[src/rtl/int_src_scheduler_pkg.sv]
// Shared types and elaboration helpers for the interrupt source scheduler.
//   state_e        : scheduler FSM encoding
//   log2()         : ceiling log2, minimum 1 (index/counter widths)
//   time_interval(): minimum pulse-start spacing in clk cycles
package int_sched_pkg;

   typedef enum logic [1:0] {
      IDLE     = 2'd0,
      PULSE    = 2'd1,
      WAIT_ACK = 2'd2,
      GAP      = 2'd3
   } state_e;

   // Bits needed to hold values 0..v-1, never less than 1.
   function automatic int unsigned log2(input int unsigned v);
      int unsigned r;
      r = 1;
      while ((64'd1 << r) < 64'(v)) r++;
      return r;
   endfunction

   // ms * kHz gives cycles directly.
   function automatic int unsigned time_interval(input int unsigned ms, input int unsigned khz);
      return ms * khz;
   endfunction

endpackage

[src/rtl/int_src_scheduler_rr_arbiter.sv]
// Round-robin request picker: first request at or after ptr_i, wrapping.
// Purely combinational; the parent registers the result.
//   req_i     : request vector
//   ptr_i     : highest-priority index this round
//   gnt_oh_c  : one-hot grant
//   gnt_idx_c : grant index
//   gnt_vld_c : any request present
module rr_arbiter
   import int_sched_pkg::*;
#(
   parameter int unsigned SRC_NUM = 4
) (
   input  logic [SRC_NUM-1:0]       req_i,
   input  logic [log2(SRC_NUM)-1:0] ptr_i,
   output logic [SRC_NUM-1:0]       gnt_oh_c,
   output logic [log2(SRC_NUM)-1:0] gnt_idx_c,
   output logic                     gnt_vld_c
);

   localparam int unsigned IDW = log2(SRC_NUM);

   int unsigned j;

   // Scan from the pointer; first hit wins.
   always_comb begin
      gnt_oh_c  = '0;
      gnt_idx_c = '0;
      gnt_vld_c = 1'b0;
      j         = 0;
      for (int unsigned k = 0; k < SRC_NUM; k++) begin
         j = (32'(ptr_i) + k) % SRC_NUM;
         if (!gnt_vld_c && req_i[IDW'(j)]) begin
            gnt_vld_c             = 1'b1;
            gnt_oh_c[IDW'(j)]     = 1'b1;
            gnt_idx_c             = IDW'(j);
         end
      end
   end

endmodule

[src/rtl/int_src_scheduler.sv]
// Shares one active-high host interrupt pin among SRC_NUM event sources.
// Latches per-source pending bits, grants one source per interrupt round-robin,
// drives a PULSE_CYCLES-wide pulse, waits for the host clear, then holds off
// until TIME_INTERVAL cycles have passed since the previous pulse start.
// Optional: `INT_ACK_TIMEOUT_EN adds an ack timeout (4*TIME_INTERVAL from pulse
// start) that force-clears the served pending bit and sets sticky o_ack_timeout.
// Ports:
//   clk, rst_n                   clock, async active-low reset
//   i_acquisition_start          acquisition running
//   i_stream_enable              stream on (active = both high)
//   iv_src_event/en/int_clear    per-source event pulse, enable, W1C clear
//   ov_int_pending               latched pending bits
//   ov_int_state/ov_int_src_id   one-hot / index of the served source
//   o_interrupt                  host interrupt pin
//   o_ack_timeout                sticky ack-timeout flag
module int_src_scheduler
   import int_sched_pkg::*;
#(
   parameter int unsigned SRC_NUM              = 4,
   parameter int unsigned INT_TIME_INTERVAL_MS = 50,
   parameter int unsigned CLK_FREQ_KHZ         = 55000,
   parameter int unsigned PULSE_CYCLES         = 16
) (
   input  logic                     clk,
   input  logic                     rst_n,
   input  logic                     i_acquisition_start,
   input  logic                     i_stream_enable,
   input  logic [SRC_NUM-1:0]       iv_src_event,
   input  logic [SRC_NUM-1:0]       iv_src_en,
   input  logic [SRC_NUM-1:0]       iv_int_clear,
   output logic [SRC_NUM-1:0]       ov_int_pending,
   output logic [SRC_NUM-1:0]       ov_int_state,
   output logic [log2(SRC_NUM)-1:0] ov_int_src_id,
   output logic                     o_interrupt,
   output logic                     o_ack_timeout
);

   localparam int unsigned IDW           = log2(SRC_NUM);
   localparam int unsigned TIME_INTERVAL = time_interval(INT_TIME_INTERVAL_MS, CLK_FREQ_KHZ);
   localparam int unsigned CNT_W         = log2(TIME_INTERVAL + 1);
   localparam int unsigned PW            = log2(PULSE_CYCLES);
   localparam logic [CNT_W-1:0] TI_CNT   = CNT_W'(TIME_INTERVAL);

   state_e               state_q, state_d;
   logic [SRC_NUM-1:0]   pend_q, pend_d;
   logic [SRC_NUM-1:0]   gstate_q, gstate_d;
   logic [IDW-1:0]       gid_q, gid_d;
   logic [IDW-1:0]       ptr_q, ptr_d;
   logic                 irq_q, irq_d;
   logic [CNT_W-1:0]     ivl_q, ivl_d;
   logic [PW-1:0]        pcnt_q, pcnt_d;

   logic                 active_c;
   logic                 grant_ok_c;
   logic                 do_grant_c;
   logic [SRC_NUM-1:0]   force_clr_c;
   logic [SRC_NUM-1:0]   gnt_oh_c;
   logic [IDW-1:0]       gnt_idx_c;
   logic                 gnt_vld_c;

`ifdef INT_ACK_TIMEOUT_EN
   localparam int unsigned TO_W        = log2(4 * TIME_INTERVAL + 1);
   localparam logic [TO_W-1:0] TO_LIM  = TO_W'(4 * TIME_INTERVAL);
   logic [TO_W-1:0]      tmo_q, tmo_d;
   logic                 to_flag_q, to_flag_d;
`endif

   assign active_c = i_acquisition_start & i_stream_enable;

   rr_arbiter #(.SRC_NUM(SRC_NUM)) u_rr_arbiter (
      .req_i     (pend_q & iv_src_en),
      .ptr_i     (ptr_q),
      .gnt_oh_c  (gnt_oh_c),
      .gnt_idx_c (gnt_idx_c),
      .gnt_vld_c (gnt_vld_c)
   );

   // Interval counter counts cycles since pulse start inclusive of that cycle,
   // so "== TIME_INTERVAL" lands the next pulse exactly TIME_INTERVAL later.
   assign grant_ok_c = active_c & gnt_vld_c & (ivl_q == TI_CNT);

   // Next-state, pending and output logic.
   always_comb begin
      state_d     = state_q;
      pend_d      = pend_q;
      gstate_d    = gstate_q;
      gid_d       = gid_q;
      ptr_d       = ptr_q;
      irq_d       = 1'b0;
      pcnt_d      = pcnt_q;
      ivl_d       = (ivl_q == TI_CNT) ? ivl_q : ivl_q + CNT_W'(1);
      do_grant_c  = 1'b0;
      force_clr_c = '0;
`ifdef INT_ACK_TIMEOUT_EN
      tmo_d       = (tmo_q == TO_LIM) ? tmo_q : tmo_q + TO_W'(1);
      to_flag_d   = to_flag_q;
`endif

      case (state_q)
         IDLE: begin
            if (grant_ok_c) do_grant_c = 1'b1;
         end
         PULSE: begin
            pcnt_d = pcnt_q + PW'(1);
            if (pcnt_q == PW'(PULSE_CYCLES - 1)) state_d = WAIT_ACK;
            else                                 irq_d   = 1'b1;
         end
         WAIT_ACK: begin
            if (!pend_q[gid_q]) begin
               state_d = GAP;
`ifdef INT_ACK_TIMEOUT_EN
            end else if (tmo_q == TO_LIM) begin
               force_clr_c[gid_q] = 1'b1;
               to_flag_d          = 1'b1;
               state_d            = GAP;
`endif
            end
         end
         GAP: begin
            // Falls through IDLE in the same cycle when a grant is ready.
            if (ivl_q == TI_CNT) begin
               if (grant_ok_c) do_grant_c = 1'b1;
               else            state_d    = IDLE;
            end
         end
         default: state_d = IDLE;
      endcase

      if (do_grant_c) begin
         state_d  = PULSE;
         irq_d    = 1'b1;
         pcnt_d   = '0;
         ivl_d    = CNT_W'(1);
         gstate_d = gnt_oh_c;
         gid_d    = gnt_idx_c;
         ptr_d    = (gnt_idx_c == IDW'(SRC_NUM - 1)) ? '0 : gnt_idx_c + IDW'(1);
`ifdef INT_ACK_TIMEOUT_EN
         tmo_d    = TO_W'(1);
`endif
      end

      // Set beats host clear; timeout force-clear beats everything while active.
      for (int i = 0; i < int'(SRC_NUM); i++) begin
         if (!active_c)                          pend_d[i] = 1'b0;
         else if (force_clr_c[i])                pend_d[i] = 1'b0;
         else if (iv_src_event[i] & iv_src_en[i]) pend_d[i] = 1'b1;
         else if (iv_int_clear[i] | !iv_src_en[i]) pend_d[i] = 1'b0;
      end

      if (!active_c) begin
         state_d  = IDLE;
         irq_d    = 1'b0;
         gstate_d = '0;
         gid_d    = '0;
`ifdef INT_ACK_TIMEOUT_EN
         to_flag_d = 1'b0;
`endif
      end
   end

   // State registers.
   always_ff @(posedge clk or negedge rst_n) begin
      if (!rst_n) begin
         state_q  <= IDLE;
         pend_q   <= '0;
         gstate_q <= '0;
         gid_q    <= '0;
         ptr_q    <= '0;
         irq_q    <= 1'b0;
         ivl_q    <= TI_CNT;
         pcnt_q   <= '0;
`ifdef INT_ACK_TIMEOUT_EN
         tmo_q     <= '0;
         to_flag_q <= 1'b0;
`endif
      end else begin
         state_q  <= state_d;
         pend_q   <= pend_d;
         gstate_q <= gstate_d;
         gid_q    <= gid_d;
         ptr_q    <= ptr_d;
         irq_q    <= irq_d;
         ivl_q    <= ivl_d;
         pcnt_q   <= pcnt_d;
`ifdef INT_ACK_TIMEOUT_EN
         tmo_q     <= tmo_d;
         to_flag_q <= to_flag_d;
`endif
      end
   end

   assign ov_int_pending = pend_q;
   assign ov_int_state   = gstate_q;
   assign ov_int_src_id  = gid_q;
   assign o_interrupt    = irq_q;
`ifdef INT_ACK_TIMEOUT_EN
   assign o_ack_timeout  = to_flag_q;
`else
   assign o_ack_timeout  = 1'b0;
`endif

endmodule

[config.mk]
export PLATFORM = sky130hd
export DESIGN_NAME = int_src_scheduler
export DESIGN_NICKNAME = d
export VERILOG_FILES = /design/src/rtl/int_src_scheduler_pkg.sv /design/src/rtl/int_src_scheduler_rr_arbiter.sv /design/src/rtl/int_src_scheduler.sv
export SDC_FILE = /design/constraint.sdc
export NUM_CORES = 1
export LEC_CHECK = 0
export BUFFER_PORTS_ARGS = -buffer_cell sky130_fd_sc_hd__clkbuf_2
export CELL_PAD_IN_SITES_DETAIL_PLACEMENT = 0
export CELL_PAD_IN_SITES_GLOBAL_PLACEMENT = 1
export CORE_ASPECT_RATIO = 1.5
export CORE_MARGIN = 5
export CORE_UTILIZATION = 28
export CTS_BUF_LIST = sky130_fd_sc_hd__clkbuf_2
export DETAILED_ROUTE_END_ITERATION = 12
export PLACE_DENSITY = 0.55
export SYNTH_ARGS = -nofsm -noshare
export SYNTH_HDL_FRONTEND = slang
export SYNTH_HIERARCHICAL = 1
export SYNTH_SLANG_ARGS = --single-unit
[constraint.sdc]
create_clock -name clk -period 4.2 [get_ports clk]
set_input_delay 0.21 -clock clk [delete_from_list [all_inputs] [get_ports clk]]
set_output_delay 0.21 -clock clk [all_outputs]
set_load 0.05 [all_outputs]
==> results.json, run 1 <==
{
  "synth_xor_xnor_area_share_pct": 7.136,
  "std_cell_rows": 43,
  "ctsRootBufferMaster": "sky130_fd_sc_hd__clkbuf_2",
  "finalNetCount": 317,
  "cp.required_ns": 4.58,
  "seq_area_um2": 1040,
  "clock_latency_ns": 0.42,
  "fin_worst_skew_ns": 0.01839,
  "cts.sink_count": 41,
  "power_density_nw_per_um2": 232.0,
  "synth_seq_cells": 41,
  "fillerInstances": 962,
  "layout_min_cycle_time_ns": 3.274,
  "multi_input_area_um2": 1395,
  "synth.avg_cell_area_um2": 10.11,
  "drt_wl_total_um": 5804,
  "total_grt_overflow": 0,
  "final_common_cell": "sky130_fd_sc_hd__clkbuf_2",
  "synth.yosys.seq_area_share_pct": 40.34,
  "timing.max_slew.rel_slack_pct": 61.63,
  "antenna_cells": 0,
  "synthesized_nets": 284,
  "yosys_warnings": 6,
  "post_route_cells_drive_above_1_share_pct": 20.42,
  "cts_inserted_buffers": 5,
  "crit_path_cell_trace": "inv_1 -> ha_1 -> mux4_2 -> nor3_1 -> nand2b_1 -> nand3_1 -> nor3_1 -> and3_1 -> buf_4 -> o21ai_2 -> a21o_1",
  "critPathTopFamily": "simple AND/OR/NAND/NOR gates",
  "drc_errors": 0,
  "most-common-layout-cells": "sky130_fd_sc_hd__clkbuf_2 (32), sky130_fd_sc_hd__dfrtp_1 (30), sky130_fd_sc_hd__nor2_1 (28)",
  "finalHoldViolations": 0,
  "slew_worst_pin_ns": 0.5755,
  "synth_compound_gate_area_share_pct": 12.09,
  "largest_family_of_logic_cells_by_synthesized_area": "simple AND/OR/NAND/NOR gates",
  "postCtsSetupRepairBufs": 0,
  "report.final.setup_viol": 0,
  "die_area_um2": 11260,
  "track_usage_pct": 11.20,
  "timing.critical_path.slowest_stage_cell": "sky130_fd_sc_hd__dfrtp_1",
  "timing.final.max_slew_violations": 0,
  "post_synth_mux_area_share_pct": 6.845,
  "final.period_utilization_pct": 77.95,
  "route.detailed.wl_per_inst_um": 14.47,
  "synth-adder-area-share_pct": 6.311,
  "design.core.area_um2": 9146,
  "grt_max_degree": 42,
  "synth-async-reset-ratio_pct": 100.0,
  "grt_antenna_before_repair": 0,
  "final-instance-count-excl-fill": 401,
  "grt_first_pass_wirelength_um": 9901,
  "setup_crit_path_kind": "register to register",
  "hold_class": "primary input to register",
  "tritoncts": "built",
  "critical_path.most_common_cell": "sky130_fd_sc_hd__nor3_1",
  "floorplan.die.height_um": 127.5,
  "synth-edff-count": 0,
  "crit_path_max_fanout": 14,
  "achievable-frequency_mhz": 305.4,
  "placedCellCount": 384,
  "vias": 1987,
  "critPathLaunchType": "register",
  "port-buffer-count": 26,
  "synth.lib_cells_used.distinct": 48,
  "initial_core_util_pct": 28.18,
  "worst_vdd_drop_mv": 0.1083,
  "via_per_inst": 4.955,
  "drt_pass1_iterations": 4,
  "syn_inst": 255,
  "worstPathBufferInverterCount": 2,
  "io_pins": 28,
  "setup_total_negative_slack_ns": 0,
  "synthesis.area_um2": 2577,
  "yosys_most_used_dff": "sky130_fd_sc_hd__dfrtp_1",
  "die-width_um": 88.34,
  "gp_congestion": 0.7609,
  "antenna_violating_nets_post_route": 0,
  "clk_path_buf_depth": 2,
  "synth_simple_gate_area_share_pct": 21.60,
  "outcome": "completed",
  "maxCapViolations": 0,
  "area_growth_pct": 13.69,
  "power.leakage_nw": 1.257,
  "rsz_0062_raised_after_global_routing": "false",
  "dr.first_iter.drc_count": 71,
  "cts_max_level": 2,
  "grt_pass1_vias": 2035,
  "cts.reportedPaths.clkPinSlew_ns": 0.22,
  "critical_path.max_stage_delay_ns": 0.57,
  "dp.final_hpwl_um": 4283,
  "timing.critical_path.arrival_ns": 3.66,
  "timing.critical_path.to_type": "register"
}
[worst reg2reg max path: stages (launching register included)]
cell,delay [ns]
sky130_fd_sc_hd__dfrtp_1,0.57
sky130_fd_sc_hd__inv_1,0.13
sky130_fd_sc_hd__ha_1,0.36
sky130_fd_sc_hd__mux4_2,0.40
sky130_fd_sc_hd__nor3_1,0.10
sky130_fd_sc_hd__nand2b_1,0.12
sky130_fd_sc_hd__nand3_1,0.11
sky130_fd_sc_hd__nor3_1,0.43
sky130_fd_sc_hd__and3_1,0.47
sky130_fd_sc_hd__buf_4,0.29
sky130_fd_sc_hd__o21ai_2,0.08
sky130_fd_sc_hd__a21o_1,0.18
[final timing paths]
check | from | to | slack [ns] | cells past startpoint
worst min register to register | ivl_q[20] | ivl_q[20] | 0.53 | 1
worst max-delay path | ptr_q[1] | ivl_q[14] | 0.93 | 11
min in group asynchronous | rst_n | ptr_q[0] | 0.36 | 3
worst min-delay path | i_stream_enable | o_interrupt | 0.09 | 3
worst max register to register | ptr_q[1] | ivl_q[14] | 0.93 | 11
max in group asynchronous | rst_n | ivl_q[16] | 3.45 | 3
[logic make-up (layout without fill, tap and decap cells)]
kind of cell / Yosys count / after routing
simple gates: 102 / 102
compound gates: 42 / 42
flops: 41 / 41
buf+inv: 25 / 59
xor+xnor: 21 / 21
fa+ha+maj: 13 / 13
mux: 10 / 10
other cells: 1 / 1
[flip-flops by register name, summed over array words and instances (netlist names)]
name            cells
o_interrupt         1
ov_int_src_id       2
pcnt_q              4
state_q             2
ov_int_state        4
ivl_q              22
ov_int_pending      4
ptr_q               2
[per-layer routing]
| metal | track usage (%) | vias up | wire [µm] |
|---|---|---|---|
| met5 | 0 | - | 0 |
| met4 | 3.470 | 0 | 77 |
| met3 | 2.581 | 6 | 224 |
| met2 | 20.80 | 32 | 3198 |
| met1 | 12.26 | 969 | 2304 |
| li1 | - | 980 | - |
[layout make-up]
| class | count | area share (%) |
|---|---|---|
| multi-input cells | 189 | 47.61 |
| flip-flops and latches | 41 | 35.48 |
| repair buffers | 38 | 8.284 |
| well taps | 112 | 4.782 |
| inverters | 13 | 1.665 |
| clock inverters | 2 | 1.153 |
| clock buffers | 6 | 1.025 |
[cell usage after synthesis (5+ instances only)]
| library cell | count | share of area, % |
|---|---|---|
| sky130_fd_sc_hd__xor2_1 | 14 | 4.8 |
| sky130_fd_sc_hd__clkbuf_1 | 5 | 0.73 |
| sky130_fd_sc_hd__a32o_1 | 7 | 2.7 |
| sky130_fd_sc_hd__nand3_1 | 12 | 2.3 |
| sky130_fd_sc_hd__inv_1 | 13 | 1.9 |
| sky130_fd_sc_hd__a21oi_1 | 9 | 1.7 |
| sky130_fd_sc_hd__nor2_1 | 28 | 4.1 |
| sky130_fd_sc_hd__ha_1 | 13 | 6.3 |
| sky130_fd_sc_hd__dfrtp_1 | 30 | 29 |
| sky130_fd_sc_hd__and2_1 | 6 | 1.5 |
| sky130_fd_sc_hd__xnor2_1 | 7 | 2.4 |
| sky130_fd_sc_hd__nand4_1 | 7 | 1.7 |
| sky130_fd_sc_hd__a22oi_1 | 8 | 2.3 |
| sky130_fd_sc_hd__o21ai_0 | 5 | 0.97 |
| sky130_fd_sc_hd__and4_1 | 5 | 1.7 |
| sky130_fd_sc_hd__nand2_1 | 24 | 3.5 |
| sky130_fd_sc_hd__dfstp_2 | 11 | 11 |
[stage by stage]
stage / utilization [%] / total power [mW] / setup WS (ns) / instance area [µm²] / hold slack [ns]
3_5_place_dp: 30.36 / 0.4479 / 0.9707 / 2776 / 0.3227
4_1_cts: 32.04 / 0.6979 / 0.9422 / 2930 / 0.07040
6_report: 32.04 / 0.6799 / 0.9261 / 2930 / 0.09111
5_1_grt: 32.04 / 0.7149 / 0.7192 / 2930 / 0.09882
2_1_floorplan: - / 0.4268 / 1.543 / 2577 / -0.08559
3_3_place_gp: 30.36 / 0.4479 / 1.058 / 2776 / 0.3318
[power by group]
part	leakage (nW)	switching, mW	internal (mW)	total [mW]
combinational	0.718	0.0283	0.0172	0.0455
clock	0.0406	0.133	0.101	0.235
sequential	0.499	0.00178	0.398	0.400
total	1.26	0.163	0.516	0.680
[repair_timing]
action / CTS / global route
gates resized for setup: 0 / 0
hold buffers: 9 / 0
endpoints found under the hold margin: 34 / 0
endpoints found under the setup margin: 0 / 0
Note: power is estimated with default switching activity, not from simulation.
==> run 2: changes to the inputs <==
- PLACE_DENSITY: 0.55 -> 0.57
- clock period: 4.2 -> 2.8 ns (I/O delays scaled with it)
==> run 2 against run 1 <==
Against the previous run:
- design area rose by 0.98%
- setup slack worse by 0.72 ns
- sequential power rose by 50%
- non-clock buffer count is 7 higher
- critical path depth decreased by 3
- core utilization is 0.31 points higher
- critical endpoint is now ptr_q[0]
- largest power group unchanged
==> results.json, run 2 (synthesis gave the netlist of run 1 again) <==
{
  "outcome": "completed",
  "tritoncts": "built",
  "clock_latency_ns": 0.40,
  "floorplan.die.height_um": 127.5,
  "registers.top_by_ff_count": "ivl_q",
  "timing.final.max_slew_violations": 0,
  "antenna_cells": 0,
  "post_route_cells_drive_above_1_share_pct": 22.64,
  "timing.critical_path.to_type": "register",
  "critPathLaunchType": "register",
  "crit_path_cell_trace": "and2_1 -> mux4_1 -> buf_4 -> nor4b_4 -> nor2_1 -> a32o_1 -> ha_1 -> o31ai_1",
  "setup_total_negative_slack_ns": 0,
  "power_density_nw_per_um2": 317.5,
  "hold_slack_ns": 0.08576,
  "layout_min_cycle_time_ns": 2.592,
  "postCtsSetupRepairBufs": 0,
  "dr.first_iter.drc_count": 127,
  "std_cell_rows": 43,
  "drc_errors": 0,
  "ctsRootBufferMaster": "sky130_fd_sc_hd__clkbuf_2",
  "cp.required_ns": 3.12,
  "grt_max_degree": 27,
  "grt_pass1_vias": 2127,
  "cts.reportedPaths.clkPinSlew_ns": 0.20,
  "most-common-layout-cells": "sky130_fd_sc_hd__clkbuf_2 (34), sky130_fd_sc_hd__dfrtp_1 (30), sky130_fd_sc_hd__nor2_1 (28)",
  "area_growth_pct": 14.81,
  "io_pins": 28,
  "cts_max_level": 2,
  "critPathTopFamily": "simple AND/OR/NAND/NOR gates",
  "route.detailed.wl_per_inst_um": 15.37,
  "finalHoldViolations": 0,
  "timing.critical_path.slowest_stage_cell": "sky130_fd_sc_hd__mux4_1",
  "hold_class": "primary input to register",
  "initial_core_util_pct": 28.18,
  "placedCellCount": 391,
  "timing.max_slew.rel_slack_pct": 55.20,
  "setup_crit_path_kind": "register to register",
  "timing.critical_path.arrival_ns": 2.91,
  "total_grt_overflow": 0,
  "critical_path.max_stage_delay_ns": 0.55,
  "drt_wl_total_um": 6270,
  "port-buffer-count": 26,
  "final.period_utilization_pct": 92.57,
  "final-instance-count-excl-fill": 408,
  "slew_worst_pin_ns": 0.6720,
  "largest_register_ffs": 22,
  "post_cts.resized_instances": 0,
  "cts.sink_count": 41,
  "drt_pass1_iterations": 4,
  "total_power_mw": 0.9396,
  "track_usage_pct": 11.89,
  "via_per_inst": 5.054,
  "clk_path_buf_depth": 2,
  "die_area_um2": 11260,
  "cts_inserted_buffers": 5,
  "power.leakage_nw": 1.288,
  "gp_congestion": 0.7595,
  "crit_path_max_fanout": 12,
  "worstPathBufferInverterCount": 1,
  "layout.core_utilization_pct": 32.35,
  "worst_vdd_drop_mv": 0.2288,
  "die-width_um": 88.34,
  "achievable-frequency_mhz": 385.8,
  "vias": 2062,
  "finalNetCount": 324,
  "fin_worst_skew_ns": 0.01667,
  "grt_antenna_before_repair": 0,
  "grt_first_pass_wirelength_um": 10280,
  "final_common_cell": "sky130_fd_sc_hd__clkbuf_2",
  "maxCapViolations": 0,
  "rsz_0062_raised_after_global_routing": "false",
  "design.core.area_um2": 9146,
  "dp.final_hpwl_um": 4744,
  "report.final.setup_viol": 0,
  "antenna_violating_nets_post_route": 0,
  "fillerInstances": 963
}
[run 2: changes by cell type in the layout (fill, tap and decap cells not counted), sizes merged]
| cell | delta |
|---|---|
| clkinv | -1 |
| bufinv | -1 |
| clkbuf | +2 |
| buf | +7 |
[run 2: worst paths after layout]
| path | slack, ns | endpoint | start | cells past startpoint |
|---|---|---|---|---|
| hold reg to reg | 0.54 | ivl_q[20] | ivl_q[20] | 1 |
| setup / recovery | 0.21 | ptr_q[0] | ov_int_pending[2] | 8 |
| setup reg to reg | 0.21 | ptr_q[0] | ov_int_pending[2] | 8 |
| min in group asynchronous | 0.27 | ivl_q[18] | rst_n | 2 |
| hold / removal | 0.09 | o_interrupt | i_stream_enable | 3 |
| max in group asynchronous | 1.84 | pcnt_q[0] | rst_n | 3 |
[run 2: tightest hold or removal path: stages]
cell	delay [ns]
sky130_fd_sc_hd__clkbuf_2	0.10
sky130_fd_sc_hd__nand2_1	0.15
sky130_fd_sc_hd__a21oi_1	0.07
[run 2: cell type report]
| type | count | area (µm²) | share of cell area (%) |
|---|---|---|---|
| repair buffers | 45 | 295.3 | 9.979 |
| well taps | 112 | 140.1 | 4.736 |
| clock buffers | 8 | 40.04 | 1.353 |
| inverters | 13 | 48.80 | 1.649 |
| multi-input cells | 189 | 1395 | 47.15 |
| flip-flops and latches | 41 | 1040 | 35.14 |
[run 2: power breakdown]
group	internal [mW]	switching (mW)	total [mW]	leakage, nW
clock	0.0736	0.194	0.268	0.0332
combinational	0.0280	0.0445	0.0725	0.755
sequential	0.597	0.00258	0.599	0.499
[run 2: through the flow]
step | instance area [µm²] | setup WS (ns)
2_1_floorplan | 2577 | 0.1428
3_3_place_gp | 2829 | 0.2139
3_5_place_dp | 2829 | 0.2182
4_1_cts | 2959 | 0.1873
5_1_grt | 2959 | 0.03682
6_report | 2959 | 0.2079
[run 2: timing repair]
action / CTS / global route
endpoints found under the setup margin: 0 / 0
endpoints found under the hold margin: 18 / 0
hold buffers: 9 / 0
[run 2: per-layer routing]
metal / global-route usage, % / routed length [µm] / part of all wire, % / vias up
li1: - / - / - / 999
met1: 12.08 / 2386 / 38 / 1019
met2: 23.27 / 3586 / 57 / 37
met3: 2.194 / 203 / 3.2 / 7
met4: 4.093 / 93 / 1.5 / 0
met5: 0 / 0 / 0 / -
